==> config.mk <==
export PLATFORM = sky130hd
export DESIGN_NAME = cbus_arbiter
export DESIGN_NICKNAME = d
export VERILOG_FILES = /design/src/rtl/cbus_arbiter.sv
export SDC_FILE = /design/constraint.sdc
export NUM_CORES = 1
export LEC_CHECK = 0
export ABC_AREA = 1
export CORE_AREA = 2 2 200 202
export DETAILED_ROUTE_END_ITERATION = 10
export DIE_AREA = 0 0 202 204
export HOLD_SLACK_MARGIN = 0.15
export PLACE_DENSITY_LB_ADDON = 0.05
export SLEW_MARGIN = 20
export SYNTH_ARGS = -nofsm -noshare
export SYNTH_HDL_FRONTEND = slang
export SYNTH_SLANG_ARGS = --single-unit
==> constraint.sdc <==
create_clock -name clk -period 3.2 [get_ports clk]
set_clock_uncertainty 0.05 [all_clocks]
set_input_delay 0.8 -clock clk [delete_from_list [all_inputs] [get_ports clk]]
set_output_delay 0.8 -clock clk [all_outputs]
set_load 0.01 [all_outputs]
==> src/rtl/cbus_arbiter.sv <==
// cbus_arbiter: merges the core's instruction-fetch bus and data bus onto one
// shared memory-bus master port with one transaction outstanding at a time.
// Data requests win arbitration. A starvation counter forces a fetch grant
// after STARVE_LIMIT consecutive data grants made while a fetch was waiting.
module cbus_arbiter #(
    parameter int STARVE_LIMIT = 4
) (
    input  logic        clk,
    input  logic        reset,
    input  logic        i_valid,
    input  logic [63:0] i_addr,
    output logic        i_data_ok,
    output logic [31:0] i_data,
    input  logic        d_valid,
    input  logic [63:0] d_addr,
    input  logic [2:0]  d_size,
    input  logic [7:0]  d_strobe,
    input  logic [63:0] d_wdata,
    output logic        d_addr_ok,
    output logic        d_data_ok,
    output logic [63:0] d_rdata,
    output logic        c_valid,
    output logic        c_is_write,
    output logic [63:0] c_addr,
    output logic [2:0]  c_size,
    output logic [7:0]  c_strobe,
    output logic [63:0] c_wdata,
    input  logic        c_ready,
    input  logic        c_last,
    input  logic [63:0] c_rdata
);

    localparam int CNT_W = $clog2(STARVE_LIMIT + 1);
    localparam logic [CNT_W-1:0] STARVE_MAX = CNT_W'(STARVE_LIMIT);

    typedef enum logic [1:0] {
        IDLE = 2'd0,
        REQ  = 2'd1,
        RESP = 2'd2
    } state_t;

    state_t            state_reg, state_next;
    logic              owner_reg, owner_next;        // 1 = dbus owns the bus
    logic [CNT_W-1:0]  starve_cnt_reg, starve_cnt_next;
    logic              c_valid_reg, c_valid_next;
    logic              c_is_write_reg, c_is_write_next;
    logic [63:0]       c_addr_reg, c_addr_next;
    logic [2:0]        c_size_reg, c_size_next;
    logic [7:0]        c_strobe_reg, c_strobe_next;
    logic [63:0]       c_wdata_reg, c_wdata_next;
    logic              i_data_ok_reg, i_data_ok_next;
    logic [31:0]       i_data_reg, i_data_next;
    logic              d_ok_reg, d_ok_next;
    logic [63:0]       d_rdata_reg, d_rdata_next;

    // Data grant unless a waiting fetch has already been passed over STARVE_LIMIT times.
    logic grant_d;
    assign grant_d = d_valid && !(i_valid && (starve_cnt_reg == STARVE_MAX));

    // State and output registers; async reset abandons any bus transaction in flight.
    always_ff @(posedge clk or negedge reset) begin
        if (!reset) begin
            state_reg      <= IDLE;
            owner_reg      <= 1'b0;
            starve_cnt_reg <= '0;
            c_valid_reg    <= 1'b0;
            c_is_write_reg <= 1'b0;
            c_addr_reg     <= '0;
            c_size_reg     <= '0;
            c_strobe_reg   <= '0;
            c_wdata_reg    <= '0;
            i_data_ok_reg  <= 1'b0;
            i_data_reg     <= '0;
            d_ok_reg       <= 1'b0;
            d_rdata_reg    <= '0;
        end else begin
            state_reg      <= state_next;
            owner_reg      <= owner_next;
            starve_cnt_reg <= starve_cnt_next;
            c_valid_reg    <= c_valid_next;
            c_is_write_reg <= c_is_write_next;
            c_addr_reg     <= c_addr_next;
            c_size_reg     <= c_size_next;
            c_strobe_reg   <= c_strobe_next;
            c_wdata_reg    <= c_wdata_next;
            i_data_ok_reg  <= i_data_ok_next;
            i_data_reg     <= i_data_next;
            d_ok_reg       <= d_ok_next;
            d_rdata_reg    <= d_rdata_next;
        end
    end

    // Arbitration, request latching and response generation.
    always_comb begin
        state_next      = state_reg;
        owner_next      = owner_reg;
        starve_cnt_next = starve_cnt_reg;
        c_valid_next    = c_valid_reg;
        c_is_write_next = c_is_write_reg;
        c_addr_next     = c_addr_reg;
        c_size_next     = c_size_reg;
        c_strobe_next   = c_strobe_reg;
        c_wdata_next    = c_wdata_reg;
        // Response outputs are single-cycle pulses; zero whenever not being set.
        i_data_ok_next  = 1'b0;
        i_data_next     = '0;
        d_ok_next       = 1'b0;
        d_rdata_next    = '0;

        case (state_reg)
            IDLE: begin
                if (grant_d) begin
                    state_next      = REQ;
                    owner_next      = 1'b1;
                    c_valid_next    = 1'b1;
                    c_is_write_next = |d_strobe;
                    c_addr_next     = d_addr;
                    c_size_next     = d_size;
                    c_strobe_next   = d_strobe;
                    c_wdata_next    = d_wdata;
                    if (i_valid) begin
                        if (starve_cnt_reg != STARVE_MAX) begin
                            starve_cnt_next = starve_cnt_reg + 1'b1;
                        end
                    end else begin
                        starve_cnt_next = '0;
                    end
                end else if (i_valid) begin
                    state_next      = REQ;
                    owner_next      = 1'b0;
                    c_valid_next    = 1'b1;
                    c_is_write_next = 1'b0;
                    c_addr_next     = i_addr;
                    c_size_next     = 3'b010;
                    c_strobe_next   = 8'h00;
                    c_wdata_next    = '0;
                    starve_cnt_next = '0;
                end
            end
            REQ: begin
                // Intermediate beats (ready without last) are discarded.
                if (c_ready && c_last) begin
                    state_next   = RESP;
                    c_valid_next = 1'b0;
                    if (owner_reg) begin
                        d_ok_next    = 1'b1;
                        d_rdata_next = c_rdata;
                    end else begin
                        i_data_ok_next = 1'b1;
                        i_data_next    = c_addr_reg[2] ? c_rdata[63:32] : c_rdata[31:0];
                    end
                end
            end
            RESP: begin
                // Requests ignored here so the master sees its pulse before re-arbitration.
                state_next = IDLE;
            end
            default: begin
                state_next = IDLE;
            end
        endcase
    end

    assign c_valid    = c_valid_reg;
    assign c_is_write = c_is_write_reg;
    assign c_addr     = c_addr_reg;
    assign c_size     = c_size_reg;
    assign c_strobe   = c_strobe_reg;
    assign c_wdata    = c_wdata_reg;
    assign i_data_ok  = i_data_ok_reg;
    assign i_data     = i_data_reg;
    assign d_addr_ok  = d_ok_reg;
    assign d_data_ok  = d_ok_reg;
    assign d_rdata    = d_rdata_reg;

endmodule
# After elaboration in Yosys (flattened, before gate mapping)
# Cells that the tools add are included.
# word_totals
reg_bits,245
word_cells,68
out_inout_bits,240
in_bits,273
# classes
add_sub_neg,1
mux,36
eq_ne,6
n_reduce_logical,12
# op_table
cell,n
64-bit 2-to-1 mux,7
32-bit 2-to-1 mux,4
3-bit 2-to-1 mux,6
8-bit 2-to-1 mux,2
1-bit 2-to-1 mux,12
8-bit OR reduction,1
2-bit 2-to-1 mux,3
"3-bit inequality test, second input constant",2
3-bit AND reduction,2
2-bit case mux with 2 select lines,1
2-bit AND reduction,2
2-bit nonzero test,2
"3-bit by 1-bit adder with 3-bit output, second input constant",1
"3-bit == test, second input constant",1
1-bit logical AND,3
"3-bit by 2-bit inequality test with 1-bit output, second input constant",1
"2-bit by 1-bit == test with 1-bit output, second input constant",1
2-bit logical NOT,1
"2-bit inequality test, second input constant",1
1-bit case mux with 2 select lines,1
1-bit logical NOT,1

# Depth between registers and ports, before layout
# Gate-level depths: netlist of the first run.
# logic_depth
word_depth,6
ltp_mapped,9
mapped_depth_nobuf,7

# Worst setup path before layout of the first run
# Ideal clock, no wire load.
# synth_path
path_kind,input port to flip-flop
startpoint,in i_valid
endpoint,"reg c_strobe_reg[0], in the netlist c_strobe[0]"
cell_stages,7
path_buffers,2
arrival_ps,1587
path_slack_ps,1497
t_required_ps,3084
setup_time_ps,66
path_cell_list,inv_1 nand2_1 nand2_2 buf_2 clkbuf_1 nand2_1 nand2_1
# synth_between
elab_chain_len,5
elab_cells_between_ends,6
cone_classes,mux: 1; reduce/logical: 5
# synth_lines
item,line,text
start: declaration,10,"input logic i_valid,"
1-bit logical AND,58,assign grant_d = d_valid && !(i_valid && (starve_cnt_reg == STARVE_MAX));
1-bit logical NOT,58,
1-bit logical AND,58,
2-bit nonzero test (no line),--,
2-bit AND reduction (no line),--,
end signal: assignment,84,c_strobe_reg <= c_strobe_next;
end: declaration,49,"logic [7:0] c_strobe_reg, c_strobe_next;"
# Several ways; a longest one is shown, not always the timed one.
# A chain may end at the register's enable or synchronous reset.

# Worst setup path after layout of the first run
# layout_path
startpoint,"reg c_addr_reg[55], in the netlist c_addr[55]"
endpoint,out c_addr[55]
# layout_lines
item,line,text
start: declaration,47,"logic [63:0] c_addr_reg, c_addr_next;"
start signal: assignment,82,c_addr_reg <= c_addr_next;
end: declaration,24,"output logic [63:0] c_addr,"
# No word-level cell between the ends.

==> impl_metrics.py, run 1 <==
metrics = {
    "sta": {
        "period_needed_ns": 2.41,
        "slew_violations": 0,
        "fmax_mhz": 414,
        "rsz0062_at_grt": "false",
        "relSlewSlack_pct": 49.4,
        "hold_viol_final": 0,
        "tightest_slew_ns": 0.758,
        "finalSetupViolCount": 0,
        "finalCritPeriodShare_pct": 75.4,
        "fin_setup_tns_ns": 0,
    },
    "synth": {
        "yosysSeqAreaShare_pct": 59.8,
        "avgSynthCellArea_sq_um": 8.13,
        "ys_seq_elements": 245,
        "syn-num-nets": 1537,
        "yosys_warnings": 0,
        "synthesis.area_sq_um": 10300,
        "syn_inst": 1262,
        "synth_cell_types": 18,
    },
    "clock_tree": {
        "path_clk_slew_ns": 0.05,
        "postCtsResizedCells": 0,
        "cts_tree": "done",
        "clk_latency_ns": 0.55,
        "postCtsSetupBuffers": 0,
        "cts-root-buf": "clkbuf_16",
        "clock_sinks": 245,
        "cts_buffers": 30,
        "clockBufferDepth": 3,
        "htreeDepth": 1,
        "cts_hold_buf": 0,
    },
    "worst_setup_path": {
        "worstPathCellList": "clkdlybuf4s50_1",
        "worstPathArrival_ns": 1.56,
        "crit_path_max_fanout": 2,
        "cp_top_family": "buffers and inverters",
        "crit_path_start_kind": "flop",
        "cp.required_ns": 2.35,
        "critPathBufInv": 1,
        "slowest_delay_ns": 0.65,
        "crit_type": "reg2out",
        "cp-end-kind": "output port",
        "slowest_stage": "clkdlybuf4s50_1",
    },
    "floorplan": {
        "num_rows": 73,
        "start_util_pct": 26.2,
        "dieArea_sq_um": 41200,
        "core_sq_um": 39200,
        "die-width_um": 202,
        "chipHeight_um": 204,
        "io_pins": 513,
    },
    "global_routing": {
        "track_usage_pct": 18.3,
        "grt-ovfl-total": 0,
        "grt_pass1_wl_um": 58100,
        "grt_max_degree": 100,
        "grt_pass1_vias": 9490,
        "grt_antenna_before_repair": 8,
    },
    "route": {
        "routed_via_density": 4.12,
        "ant_nets": 0,
        "wl_per_cell_um": 16.9,
        "routed_wl_um": 38900,
        "num_vias": 9482,
        "drc_errors": 0,
        "drt_iter0_drc": 488,
        "first_pass_iters": 4,
    },
    "hold_path": {
        "hold_class": "in2async",
    },
    "run": {
        "maxCapViolCount": 0,
    },
    "cells_and_area": {
        "final_common_cell": "clkdlybuf4s50_1",
        "stdcell_area_sq_um": 16900,
        "mostFrequentLayoutCells": "clkdlybuf4s50_1 (510), nand2_1 (434), dfrtp_1 (244), inv_1 (200), nor2_1 (136)",
        "n_fill_cell": 3997,
        "seqCellArea_sq_um": 6130,
        "syn_to_final_growth_pct": 65.3,
        "multi_input_comb_area_sq_um": 3070,
        "nets": 2027,
        "drive_above_1_share_pct": 3.84,
    },
    "pwr": {
        "p_leak_nw": 8.66,
        "peakVddDrop_v": 0.000359,
        "p_per_area_nw_per_um2": 781,
    },
    "place": {
        "dp.final_hpwl_um": 27800,
        "placed_area_sq_um": 16000,
        "routabilityCongestion": 0.800,
        "numPortBuffers": 512,
    },
    "status": {
        "status": "completed",
    },
}
[per-layer routing]
metal	track usage (%)	share of wire (%)
met5	0	0.10
met3	6.60	9.4
met4	5.23	2.2
met1	21.3	39
met2	31.7	49
[cells by family (layout without fill, tap and decap cells)]
group / after synthesis / in the layout / share of synthesized area, %
adder cells (fa/ha/maj): 2 / 2 / 0.244
other: 0 / 5 / 0
flip-flops: 245 / 245 / 59.8
buffers and inverters: 272 / 782 / 10.6
AO/OA/AOI/OAI: 36 / 36 / 1.76
AND/OR/NAND/NOR: 707 / 707 / 27.6
[stage by stage]
| stage | hold WS [ns] | util (%) | setup slack, ns | total power (W) | std cells |
|---|---|---|---|---|---|
| floorplan | 0.387 | - | 1.50 | 0.00680 | 1262 |
| global placement | 0.411 | 40.8 | 0.681 | 0.0100 | 2245 |
| detailed placement | 0.414 | 40.8 | 0.652 | 0.0100 | 2245 |
| CTS | 0.179 | 43.2 | 0.735 | 0.0135 | 2297 |
| global route | 0.178 | 43.2 | 0.726 | 0.0141 | 2300 |
| finish | 0.164 | 43.3 | 0.787 | 0.0132 | 2302 |
[cell usage after synthesis, drive strengths merged]
library cell,instances,area share [%]
nor3b,1,0.073
dfrtp,245,60
nor2,137,5.0
a21oi,32,1.6
nand4,3,0.18
inv,202,7.4
ha,2,0.24
clkbuf,27,0.99
o21ai,4,0.20
nand3,129,6.3
nand2,437,16
buf,43,2.2
[final timing paths]
check / startpoint / end / slack [ns] / cells after the start
min: reset / c_wdata[45]$_DFFE_PN0P_ / 0.16 / 1
max reg2reg: state_reg[0]$_DFFE_PN0P_ / c_wdata[46]$_DFFE_PN0P_ / 1.41 / 6
min reg2reg: c_valid$_DFFE_PN0P_ / c_valid$_DFFE_PN0P_ / 0.42 / 2
max: c_addr[55]$_DFFE_PN0P_ / c_addr[55] / 0.79 / 1
max in group asynchronous: reset / i_data[28]$_DFF_PN0_ / 2.14 / 2
min in group clk: c_valid$_DFFE_PN0P_ / c_valid$_DFFE_PN0P_ / 0.42 / 2
[where the power goes]
group / internal [W] / switching [W]
clock: 0.00202 / 0.00130
combinational: 0.00262 / 0.00261
sequential: 0.00412 / 0.000566
[cell type report]
| cell class | count | share of cell area (%) |
|---|---|---|
| flip-flops and latches | 245 | 36.2 |
| repair buffers | 528 | 31.6 |
| multi-input cells | 745 | 18.1 |
| clock buffers | 49 | 5.45 |
| inverters | 202 | 4.47 |
| well taps | 525 | 3.88 |
| clock inverters | 3 | 0.251 |
| diodes | 5 | 0.0738 |
Note: power is estimated with default switching activity, not from simulation.
==> inputs of run 2 (changes only) <==
- clock period: 3.2 -> 2.4 ns (I/O delays scaled with it)
==> run 2 against run 1 <==
Against the previous run:
- non-clock buffer count rose by 8
- global-route usage rose by 0.17 points
- via count rose by 0.69%
- sequential cell count did not move
- utilization rose by 0.17 points
- critical path type unchanged
- power rose by 33%
- largest power group unchanged
- first-iteration DRC count fell by 32%
- sequential power rose by 34%
==> impl_metrics.py, run 2 (same netlist as run 1, synthesis figures left out) <==
metrics = {
    "pwr": {
        "pwr-share-comb_pct": 40.2,
        "p_sw_share_pct": 34.1,
        "clock_power_share_pct": 24.2,
        "peakVddDrop_v": 0.000456,
        "p_sw_w": 0.00599,
        "p_leak_nw": 8.69,
        "p_int_w": 0.0116,
        "seqPwrFrac_pct": 35.6,
        "p_per_area_nw_per_um2": 1030,
    },
    "worst_setup_path": {
        "crit_type": "reg2out",
        "crit_path_max_fanout": 2,
        "worstRegToRegCells": 8,
        "cp_top_family": "buffers and inverters",
        "cp.required_ns": 1.75,
        "worstPathCellList": "clkdlybuf4s50_1",
        "r2r_start": "starve_cnt_reg[0]$_DFFE_PN0P_",
        "cp-end-kind": "output port",
        "slowest_stage": "clkdlybuf4s50_1",
        "r2r_end": "c_addr[21]$_DFFE_PN0P_",
        "slowest_delay_ns": 0.63,
        "crit_path_start_kind": "flop",
        "critPathBufInv": 1,
        "reg2reg_slack_ns": 0.71,
        "worstPathArrival_ns": 1.54,
    },
    "floorplan": {
        "dieArea_sq_um": 41200,
        "core_sq_um": 39200,
        "num_rows": 73,
        "chipHeight_um": 204,
        "die-width_um": 202,
        "io_pins": 513,
        "start_util_pct": 26.2,
    },
    "route": {
        "drc_errors": 0,
        "wl_per_cell_um": 16.9,
        "num_vias": 9547,
        "drt_iter0_drc": 334,
        "routed_via_density": 4.14,
        "routed_wl_um": 38900,
        "ant_nets": 0,
        "first_pass_iters": 4,
    },
    "clock_tree": {
        "clk_latency_ns": 0.55,
        "cts_buffers": 29,
        "cts-root-buf": "clkbuf_16",
        "htreeDepth": 1,
        "clockBufferDepth": 3,
        "cts_tree": "done",
        "path_clk_slew_ns": 0.06,
        "postCtsSetupBuffers": 0,
        "clock_sinks": 245,
    },
    "global_routing": {
        "busiest_layer": "met2",
        "grt_max_degree": 94,
        "grtUsageMet1_pct": 21.4,
        "gr-usage-met3_pct": 6.98,
        "grt_use_met2_pct": 31.5,
        "grt-ovfl-total": 0,
        "grt_pass1_vias": 9681,
        "grt_pass1_wl_um": 58700,
        "grt_antenna_before_repair": 9,
        "track_usage_pct": 18.5,
    },
    "status": {
        "status": "completed",
    },
    "place": {
        "numPortBuffers": 512,
        "dp.final_hpwl_um": 28100,
        "pre_cts_ws_ns": 0.164,
        "routabilityCongestion": 0.811,
        "place_inst": 2252,
        "placed_area_sq_um": 16100,
    },
    "sta": {
        "setup_ws_ns": 0.213,
        "fin_setup_tns_ns": 0,
        "slew_violations": 0,
        "hold_viol_final": 0,
        "period_needed_ns": 2.19,
        "relSlewSlack_pct": 49.8,
        "fmax_mhz": 457,
        "finalSetupViolCount": 0,
        "rsz0062_at_grt": "false",
        "tightest_slew_ns": 0.752,
        "finalCritPeriodShare_pct": 91.1,
    },
    "hold_path": {
        "worstHoldStart": "d_valid",
        "hold_path_depth": 3,
        "hold-path-endpoint": "starve_cnt_reg[1]$_DFFE_PN0P_",
        "hold_class": "in2reg",
    },
    "cells_and_area": {
        "mostFrequentLayoutCells": "clkdlybuf4s50_1 (510), nand2_1 (434), dfrtp_1 (244), inv_1 (200), nor2_1 (136)",
        "stdcell_area_sq_um": 17000,
        "nets": 2034,
        "drive_above_1_share_pct": 4.22,
        "syn_to_final_growth_pct": 65.9,
        "final_common_cell": "clkdlybuf4s50_1",
        "final_cells": 2308,
    },
    "run": {
        "maxCapViolCount": 0,
    },
}
[run 2: cell count changes in the layout (fill, tap and decap cells not counted), sizes merged]
cell and change:
clkinv +4, dlygate4sd3 +1, buf +7, clkinvlp -1
clkbuf -5
[run 2: repair_timing]
action,in CTS,in global routing
hold endpoints to repair,43,0
hold buffers,1,0
gates resized for setup,0,0
[run 2: layer usage]
| metal | share of wire (%) | up-vias |
|---|---|---|
| met3 | 9.9 | 54 |
| met5 | 0.059 | - |
| met1 | 39 | 4406 |
| met4 | 2.4 | 4 |
| met2 | 49 | 353 |
| li1 | - | 4730 |
[run 2: final cells by class]
cell class,count,area [sq um]
fillers,3978,22200
flip-flops and latches,245,6130
repair buffers,536,5480
multi-input cells,745,3070
clock buffers,44,852
inverters,202,758
well taps,525,657
clock inverters,6,55.1
diodes,5,12.5
[run 2: power by group through the flow]
| stage | combinational, W | clock, W | sequential [W] |
|---|---|---|---|
| after CTS | 0.00722 | 0.00441 | 0.00628 |
| final | 0.00706 | 0.00426 | 0.00626 |
| after floorplan | 0.00222 | 0 | 0.00685 |
| after global placement | 0.00719 | 0 | 0.00631 |
| after detailed placement | 0.00720 | 0 | 0.00631 |
| after global routing | 0.00775 | 0.00456 | 0.00642 |
[run 2: worst max path at each step]
stage | end | cells past startpoint | from | slack, ns
after floorplan | c_addr[13]$_DFFE_PN0P_ | 8 | starve_cnt_reg[0]$_DFFE_PN0P_ | 0.89
after global placement | c_wdata[37]$_DFFE_PN0P_ | 8 | i_valid | 0.19
after detailed placement | c_wdata[18]$_DFFE_PN0P_ | 8 | i_valid | 0.16
after CTS | c_addr[55] | 1 | c_addr[55]$_DFFE_PN0P_ | 0.15
after global routing | c_addr[55] | 1 | c_addr[55]$_DFFE_PN0P_ | 0.15
final | c_addr[55] | 1 | c_addr[55]$_DFFE_PN0P_ | 0.21
[run 2: through the flow]
| step | total power, W | hold WS (ns) | utilization, % |
|---|---|---|---|
| after floorplan | 0.00907 | 0.254 | - |
| after global placement | 0.0135 | 0.410 | 41.1 |
| after detailed placement | 0.0135 | 0.414 | 41.1 |
| after CTS | 0.0179 | 0.323 | 43.4 |
| after global routing | 0.0187 | 0.351 | 43.4 |
| final | 0.0176 | 0.356 | 43.4 |
